### config.mk
export PLATFORM = sky130hd
export DESIGN_NAME = uart_tx_scheduler
export DESIGN_NICKNAME = d
export VERILOG_FILES = /design/src/rtl/uart_tx_scheduler.sv
export SDC_FILE = /design/constraint.sdc
export NUM_CORES = 1
export LEC_CHECK = 0
export ABC_AREA = 1
export ABC_CLOCK_PERIOD_IN_PS = 1750
export BUFFER_PORTS_ARGS = -buffer_cell sky130_fd_sc_hd__buf_4
export CAP_MARGIN = 10
export CORE_MARGIN = 1.5
export CORE_UTILIZATION = 45
export CTS_BUF_LIST = sky130_fd_sc_hd__clkbuf_2 sky130_fd_sc_hd__clkbuf_4 sky130_fd_sc_hd__clkbuf_8
export CTS_CLUSTER_SIZE = 30
export DETAILED_ROUTE_END_ITERATION = 6
export GPL_TIMING_DRIVEN = 0
export PLACE_DENSITY = 0.75
export REMOVE_ABC_BUFFERS = 1
export SYNTH_ARGS = -nofsm -noshare
export SYNTH_HDL_FRONTEND = slang
export SYNTH_SLANG_ARGS = --single-unit
### constraint.sdc
create_clock -name clk -period 1.75 [get_ports clk]
set_input_delay 0.35 -clock clk [delete_from_list [all_inputs] [get_ports clk]]
set_output_delay 0.35 -clock clk [all_outputs]
set_load 0.02 [all_outputs]
### src/rtl/uart_tx_scheduler.sv
`default_nettype none
// ----------------------------------------------------------------------------
// uart_tx_scheduler : round-robin sharing of one UART transmitter among NREQ
// byte producers. Optional inter-frame gap: define UART_SCHED_GAP_EN.
// Revision 1.0
// ----------------------------------------------------------------------------
module uart_tx_scheduler #(
  parameter int NREQ         = 4,
  parameter int BUSY_TIMEOUT = 16,
  parameter int GAP_CYCLES   = 104
) (
  input  logic                    clk,
  input  logic                    rst_n,
  input  logic [NREQ-1:0]         req_i,
  input  logic [8*NREQ-1:0]       req_data_i,
  output logic [NREQ-1:0]         ack_o,
  output logic                    tx_start_o,
  output logic [7:0]              tx_data_o,
  input  logic                    tx_busy_i,
  output logic [$clog2(NREQ)-1:0] grant_idx_o,
  output logic                    active_o,
  output logic                    err_o
);

  localparam int IDXW    = $clog2(NREQ);
  localparam int CW      = IDXW + 1;
  localparam int CNT_MAX = (BUSY_TIMEOUT > GAP_CYCLES) ? BUSY_TIMEOUT : GAP_CYCLES;
  localparam int CNTW    = $clog2(CNT_MAX + 1);

  typedef enum logic [1:0] {
    IDLE      = 2'd0,
    WAIT_BUSY = 2'd1,
    WAIT_DONE = 2'd2,
    GAP       = 2'd3
  } state_e;

  state_e            state_q, state_d;
  logic [CNTW-1:0]   cnt_q, cnt_d;
  logic [NREQ-1:0]   ack_q, ack_d;
  logic              tx_start_q, tx_start_d;
  logic [7:0]        tx_data_q, tx_data_d;
  logic [IDXW-1:0]   grant_q, grant_d;
  logic              err_q, err_d;

  logic              w_found;
  logic [IDXW-1:0]   w_gidx;
  logic [CW-1:0]     w_cand;
  logic [7:0]        w_byte;

  // Rotating priority: search starts one past the last grant and wraps.
  always_comb begin
    w_found = 1'b0;
    w_gidx  = grant_q;
    w_cand  = '0;
    for (int k = 1; k <= NREQ; k++) begin
      w_cand = {1'b0, grant_q} + CW'(k);
      if (w_cand >= CW'(NREQ)) begin
        w_cand = w_cand - CW'(NREQ);
      end
      if (!w_found && req_i[w_cand[IDXW-1:0]]) begin
        w_found = 1'b1;
        w_gidx  = w_cand[IDXW-1:0];
      end
    end
  end

  always_comb begin
    w_byte = '0;
    for (int i = 0; i < NREQ; i++) begin
      if (w_gidx == IDXW'(i)) begin
        w_byte = req_data_i[8*i +: 8];
      end
    end
  end

  always_comb begin
    state_d    = state_q;
    cnt_d      = cnt_q;
    ack_d      = '0;
    tx_start_d = 1'b0;
    tx_data_d  = tx_data_q;
    grant_d    = grant_q;
    err_d      = err_q;
    case (state_q)
      IDLE: begin
        // A busy line in IDLE belongs to someone else; hold off the grant.
        if (w_found && !tx_busy_i) begin
          tx_data_d      = w_byte;
          grant_d        = w_gidx;
          ack_d[w_gidx]  = 1'b1;
          tx_start_d     = 1'b1;
          cnt_d          = '0;
          state_d        = WAIT_BUSY;
        end
      end
      WAIT_BUSY: begin
        if (tx_busy_i) begin
          cnt_d   = '0;
          state_d = WAIT_DONE;
        end else if (cnt_q == CNTW'(BUSY_TIMEOUT - 1)) begin
          err_d   = 1'b1;
          cnt_d   = '0;
          state_d = IDLE;
        end else begin
          cnt_d = cnt_q + CNTW'(1);
        end
      end
      WAIT_DONE: begin
        if (!tx_busy_i) begin
`ifdef UART_SCHED_GAP_EN
          // The cycle that sees busy fall is the first idle-line cycle.
          cnt_d   = CNTW'(1);
          state_d = GAP;
`else
          state_d = IDLE;
`endif
        end
      end
      GAP: begin
`ifdef UART_SCHED_GAP_EN
        if (cnt_q >= CNTW'(GAP_CYCLES - 1)) begin
          cnt_d   = '0;
          state_d = IDLE;
        end else begin
          cnt_d = cnt_q + CNTW'(1);
        end
`else
        state_d = IDLE;
`endif
      end
      default: state_d = IDLE;
    endcase
  end

  always_ff @(posedge clk or negedge rst_n) begin
    if (!rst_n) begin
      state_q    <= IDLE;
      cnt_q      <= '0;
      ack_q      <= '0;
      tx_start_q <= 1'b0;
      tx_data_q  <= '0;
      grant_q    <= IDXW'(NREQ - 1);
      err_q      <= 1'b0;
    end else begin
      state_q    <= state_d;
      cnt_q      <= cnt_d;
      ack_q      <= ack_d;
      tx_start_q <= tx_start_d;
      tx_data_q  <= tx_data_d;
      grant_q    <= grant_d;
      err_q      <= err_d;
    end
  end

  assign ack_o       = ack_q;
  assign tx_start_o  = tx_start_q;
  assign tx_data_o   = tx_data_q;
  assign grant_idx_o = grant_q;
  assign active_o    = (state_q != IDLE);
  assign err_o       = err_q;

endmodule
`default_nettype wire

=== After elaboration in Yosys (flattened, before gate mapping) ===
Index checks and enable logic that the tools add are counted.

* Add/sub/neg operators: 9
* $mul: 0
* Divide/modulo/power cells: 0
* $lt $le $gt $ge: 10
* Eq/ne operators: 10
* Shifts and indexed selects: 0
* Mux-type cells: 39
* Bitwise gates (word level): 1
* Reduce and logical (&&, ||, !) cells: 17

{| class="wikitable"
|+ Operators by type and width
! cell !! number
|-
| $mux 8 || 4
|-
| $mux 2 || 12
|-
| $mux 7 || 3
|-
| $lt 2x3->1 const B || 5
|-
| $pmux 7 s2 || 1
|-
| $ge 3x3->1 const B || 4
|-
| $mux 1 || 11
|-
| $bmux 1 s2 || 4
|-
| $eq 2x2->1 const B || 4
|-
| $mux 4 || 2
|-
| $pmux 2 s4 || 1
|-
| $sub 2x1->2 const B || 4
|-
| $add 7x1->7 const B || 1
|-
| $eq 7x4->1 const B || 1
|-
| $add 2x2->3 const B || 2
|-
| $reduce_and 3->1 || 2
|-
| $logic_and 1x1->1 || 5
|-
| $eq 2x1->1 const B || 2
|-
| $logic_not 1->1 || 4
|-
| $logic_not 2->1 || 2
|-
| $ne 2x2->1 const B || 2
|-
| $reduce_and 2->1 || 2
|-
| $reduce_bool 2->1 || 2
|-
| $add 2x1->3 const B || 1
|-
| 5 further kinds || 5
|}

* Register bits after elaboration: 25
* Bits in latches: 0
* Memory bits (writable): 0
* Bits in read-only memories: 0
* Input bits: 39
* Output and inout port bits: 17
* Word-level logic and storage cells: 93
* Memories: 0

=== Depth between registers and ports, before layout ===
* Word-level depth: 21
* Gate-level depth with buffers: 16
* Gate-level depth less buffers: 14

=== Least setup slack after synthesis ===
No wires, ideal clock.

* Path kind: flip-flop to flip-flop
* From: register grant_q[0] (netlist: grant_idx_o[0])
* To: register tx_data_q[3] (netlist: tx_data_o[3])
* Library setup time: 0.121 ns
* Arrival time: 1.800 ns
* Required time: 1.629 ns
* Path slack: -0.170 ns
* Cell stages (with the launch flop): 14
* Buffers on the path: 2
* Clock period less this slack: 1.920 ns
* Path through: dfstp_2 > buf_4 > inv_4 > nand2_1 > nand2_2 > nand2_2 > nand2_4 > o21ai_1 > nand3_2 > nand2_4 > buf_6 > o21ai_2 > nand3_1 > a21oi_1

* Word-level cells in the longest chain between the ends: 20
* Elaborated cells between the ends (all ways): 48
* Classes of those cells: 8 x add/sub; 4 x order compare; 3 x eq/ne; 24 x mux; 9 x reduce/logical

{| class="wikitable"
|+ RTL lines
! what !! RTL line !! source
|-
| start, declared || 42 || <nowiki>logic [IDXW-1:0] grant_q, grant_d;</nowiki>
|-
| start signal, assigned || 142 || <nowiki>grant_q <= IDXW'(NREQ - 1);</nowiki>
|-
| start signal, assigned || 150 || <nowiki>grant_q <= grant_d;</nowiki>
|-
| $add 2x1->3 || 56 || <nowiki>w_cand = {1'b0, grant_q} + CW'(k);</nowiki>
|-
| $ge 3x3->1 / $sub 2x1->2 (equally long branches) || 57, 58 ||
|-
| $mux 2 || 57 || <nowiki>if (w_cand >= CW'(NREQ)) begin</nowiki>
|-
| $bmux 1 s2 || 60 || <nowiki>if (!w_found && req_i[w_cand[IDXW-1:0]]) begin</nowiki>
|-
| $mux 1 (implied by the code) || 60 ||
|-
| $mux 1 || 60 ||
|-
| $logic_not 1->1 || 60 ||
|-
| $logic_and 1x1->1 || 60 ||
|-
| $mux 1 || 60 ||
|-
| $logic_not 1->1 || 60 ||
|-
| $logic_and 1x1->1 || 60 ||
|-
| $mux 1 || 60 ||
|-
| $logic_not 1->1 || 60 ||
|-
| $logic_and 1x1->1 || 60 ||
|-
| $mux 2 || 60 ||
|-
| $logic_not 2->1 || 70 || <nowiki>if (w_gidx == IDXW'(i)) begin</nowiki>
|-
| $mux 8 (4 in series) || 70 ||
|-
| end signal, assigned || 149 || <nowiki>tx_data_q <= tx_data_d;</nowiki>
|-
| end, declared || 41 || <nowiki>logic [7:0] tx_data_q, tx_data_d;</nowiki>
|}

Parallel ways exist; a longest one is shown, timed or not. The select of a mux whose other input is x is not followed.
A chain may end at the register's enable or synchronous reset.

=== Worst setup path in the final report ===
* From: register grant_q[0] (netlist: grant_idx_o[0])
* To: register tx_data_q[6] (netlist: tx_data_o[6])

Same word-level chain as after synthesis.

==> impl.org <==
** Setup path
- Worst reg2reg endpoint :: tx_data_o[6]$_DFFE_PN0P_
- The setup check on the worst reg-to-reg path leaves a slack of -290 ps.
- Maximum fanout count along the critical path :: 9
- Data required time at the worst endpoint :: 1920 ps
- Sort of element at the end of the critical path :: flip-flop
- For the worst setup path, the data arrival time is 2210 ps.
- The worst setup path is launched from a flip-flop.
- Number of cells on the worst reg-to-reg path :: 12
- Startpoint of the worst register-to-register path :: grant_idx_o[0]$_DFFE_PN1P_
- The worst setup path is of the flip-flop to flip-flop kind.

** Die
- Floorplan row count :: 21
- The floorplan step set the die height to ~64 microns.
- The initial utilization of the core area, before any placement, comes to between 40% and 50%.
- During I/O placement, the number of pins put on the boundary was 56.
- Placeable Area :: around 3400 sq um
- From left edge to right edge, the die measures approximately 64 microns.
- The die covers around 4100 sq um.

** Final layout
- Leaving out filler cells and counting taps, the final layout contains 361.
- Most frequent standard cell in the layout excluding fill and tap cells :: sky130_fd_sc_hd__buf_4
- After routing the design area is 2610 sq um.
- For this run, the post-layout net count is approximately 360.
- Of the cells placed in the final design, the portion with a size suffix greater than 1 is a little over two fifths.
- Total of fill cells in the finished design :: 231
- Diode insertion count for antenna repair :: 0
- Syn-to-layout area delta :: 55.9%
- The library cells used most frequently in the layout, excluding fill and tap cells, are 71 x sky130_fd_sc_hd__buf_4, 47 x sky130_fd_sc_hd__nand2_1, 30 x sky130_fd_sc_hd__inv_1.

** Hold path
- The tightest min-delay check is of the input pin to flip-flop type.
- The worst hold path passes through 3 cells.
- Hold path startpoint :: req_data_i[30]
- Worst hold endpoint :: tx_data_o[6]$_DFFE_PN0P_

** Drt
- Iteration-0 DRC Markers :: 83
- For this block, the via count after detailed routing is between 1500 and 2000.
- Using the TritonRoute via totals, the vias-per-cell ratio works out to a little over 5.
- Number of nets with antenna violations after routing :: 0
- Drt first pass iters :: 4
- Drt drc :: 0
- Wires add up to just under 5000 microns.
- After detailed routing, the average wire length per cell comes to 13.3 microns.

** Pwr
- Pwr per Cell Area :: around 2400 nW/um^2
- VDD IR max :: 1.46 mV
- Overall power consumption after layout is estimated at 6.16 mW.
- Leak Pwr :: approximately 1.3 nW

** STA
- Final period demand of the worst path :: just over 2000 ps
- The worst pin sits at a relative slew slack of between 70% and 80%.
- Between clock sinks in the finished design, the worst skew comes to around 7.3 ps.
- RSZ-0062 raised after global routing :: true
- Post-layout worst setup margin :: -294 ps
- The max-slew violation count came to 0.
- Post-route clock period utilization :: 117%
- At the pin with the least slew margin, the transition time is slightly below 400 ps.
- Static timing analysis puts the maximum clock frequency at ~0.5 GHz.
- Number of endpoints with negative hold slack in the final report :: 0
- Setup violations remaining at the end of the flow were counted as 23.

** Global route
- Largest net degree at the start of global routing :: 26
- In the global route stage, overall resource usage came out at roughly 23%.
- Wire length of the first global-routing pass :: roughly 7400 microns
- Summed over all layers, the global routing overflow is 0.
- Number of antenna violations at the first check in global routing :: 0
- The via count of the first global-routing pass is between 1500 and 2000.

** Logic synthesis
- For this run, the register share of the synthesized area comes to around 38%.
- Number of instances in the synthesized netlist :: 238
- After synthesis the netlist holds a flip-flop and latch count of 25.
- Area share of xor/xnor cells in the synthesized design :: 0.524%
- Summing the areas of all compound-gate instances in the mapped netlist gives between 10% and 20% of the synthesized area.
- Summing every instance area after synthesis gives between 1500 and 2000 sq um.
- The synthesized netlist devotes between 30% and 40% of its cell area to simple gates.
- Yosys printed 0 warnings.
- Mean post-synth cell area :: about 7 sq um
- Counting distinct cell types in the post-synthesis netlist gives 29.
- Main combinational cell family by area after synthesis :: simple AND/OR/NAND/NOR gates
- After synthesis, the share of cell area in mux cells is 0%.
- After Yosys synthesis, full adders, half adders and majority gates account for less than 1% of the synthesized area.

** Placement
- After detailed placement, the design holds a cell count of roughly 330.
- Once detailed placement completed, the half-perimeter wirelength came to roughly 2700 microns.
- Number of buffers inserted by port buffering :: 55
- Summing all placed instances gives a cell area of 2080 sq um.
- Routability-driven placement finished with a final weighted congestion of between 0.8 and 0.9.

** Clock tree
- CTS built an H-tree with a depth of 1.
- Clock tree synthesis inserted a total of 3 buffers.
- Cell at the root of the clock tree :: sky130_fd_sc_hd__clkbuf_8
- Clock sink count :: 25
- Buffer depth of the longest clock path :: 2
- The clock reaches the later pin of the worst-skew pair after approximately 280 ps.
- TritonCTS built the clock tree.
- Clock-pin slew was measured on the worst setup and hold paths at about 90 ps.

** Run
- Max-cap check violation count :: 0

** Status
- Status :: finished with violations
- The final reports fail on setup timing.
power breakdown:
| part | internal (mW) | total (mW) | switching, mW |
|---|---|---|---|
| registers | 0.810 | 0.968 | 0.158 |
| logic | 2.02 | 4.83 | 2.81 |
| clock network | 0.162 | 0.357 | 0.195 |
state kept, by name, indices dropped and copies added, names as in the netlist:
register     count
tx_start_o       1
err_o            1
state_q          2
ack_o            4
tx_data_o        8
cnt_q            7
grant_idx_o      2
Yosys cell counts, drive strengths merged:
cell type  instances  area share (%)
a21boi             1            0.45
a21o               1            0.45
a21oi             17             5.1
buf                7             3.5
dfrtp             23              34
dfstp              2             3.1
ha                 1            0.75
inv               36             8.2
nand2             69              18
nand3             32              10
nand4              8             3.4
nor2              20             5.1
nor3               3            0.90
nor4               1            0.37
o21ai             13             4.6
or2                3             1.1
xor2               1            0.52
what timing repair did:
item	CTS	global route
setup buffers	16	5
endpoints found under the hold margin	23	0
resized for setup	23	37
setup endpoints to repair	21	23
gates cloned	1	2
hold buffers	1	0
pin swaps	19	3
cells by family (layout without fill, tap and decap cells):
group	count (synthesis)	after routing
buffers and inverters	43	118
adder cells (fa/ha/maj)	1	1
flip-flops	25	25
AO/OA/AOI/OAI	32	32
XOR/XNOR	1	1
AND/OR/NAND/NOR	136	138
critical path, cell delays in order, from the launching register on:
cell and delay [ps]:
sky130_fd_sc_hd__dfstp_2 640, sky130_fd_sc_hd__buf_6 130, sky130_fd_sc_hd__nand2_1 80, sky130_fd_sc_hd__nand3_1 140, sky130_fd_sc_hd__nand2_2 120, sky130_fd_sc_hd__o21ai_4 170
sky130_fd_sc_hd__nand3_4 170, sky130_fd_sc_hd__nand2_8 150, sky130_fd_sc_hd__inv_1 60, sky130_fd_sc_hd__nor2_1 90, sky130_fd_sc_hd__nor2_1 60, sky130_fd_sc_hd__nand2_1 60
sky130_fd_sc_hd__nand3_1 60
how the worst max path moves through the flow:
stage | from | to
floorplan | grant_idx_o[0]$_DFFE_PN1P_ | tx_data_o[6]$_DFFE_PN0P_
global placement | grant_idx_o[0]$_DFFE_PN1P_ | tx_data_o[6]$_DFFE_PN0P_
detailed placement | grant_idx_o[0]$_DFFE_PN1P_ | tx_data_o[6]$_DFFE_PN0P_
CTS | grant_idx_o[0]$_DFFE_PN1P_ | tx_data_o[0]$_DFFE_PN0P_
global route | grant_idx_o[0]$_DFFE_PN1P_ | tx_data_o[6]$_DFFE_PN0P_
finish | grant_idx_o[0]$_DFFE_PN1P_ | tx_data_o[6]$_DFFE_PN0P_
area by class of cell:
cell class / count / area (sq um) / area share [%]
Inverter: 36 / 153 / 5.85
Sequential cell: 25 / 628 / 24.1
Clock buffer: 3 / 41.3 / 1.58
Tap cell: 46 / 57.6 / 2.21
Clock inverter: 1 / 7.51 / 0.288
Timing Repair Buffer: 78 / 637 / 24.4
Multi-Input combinational cell: 172 / 1080 / 41.6
metal layers:
metal / vias up / part of all wire (%) / GRT usage (%)
li1: 927 / - / -
met4: 0 / 2.3 / 7.61
met1: 856 / 43 / 29.2
met2: 65 / 49 / 38.5
met5: - / 0 / 0
met3: 11 / 5.2 / 4.93
metrics by stage:
stage	setup TNS [ps]	hold slack, ps	worst slack, ps	utilization (%)
after global routing	-6910	321	-424	75.8
after detailed placement	-9330	268	-732	60.6
after CTS	-3210	312	-204	69.0
after global placement	-9130	268	-728	60.6
after floorplan	-4400	54.4	-417	-
final	-4550	309	-294	75.8
(Power assumes the default switching activity.)
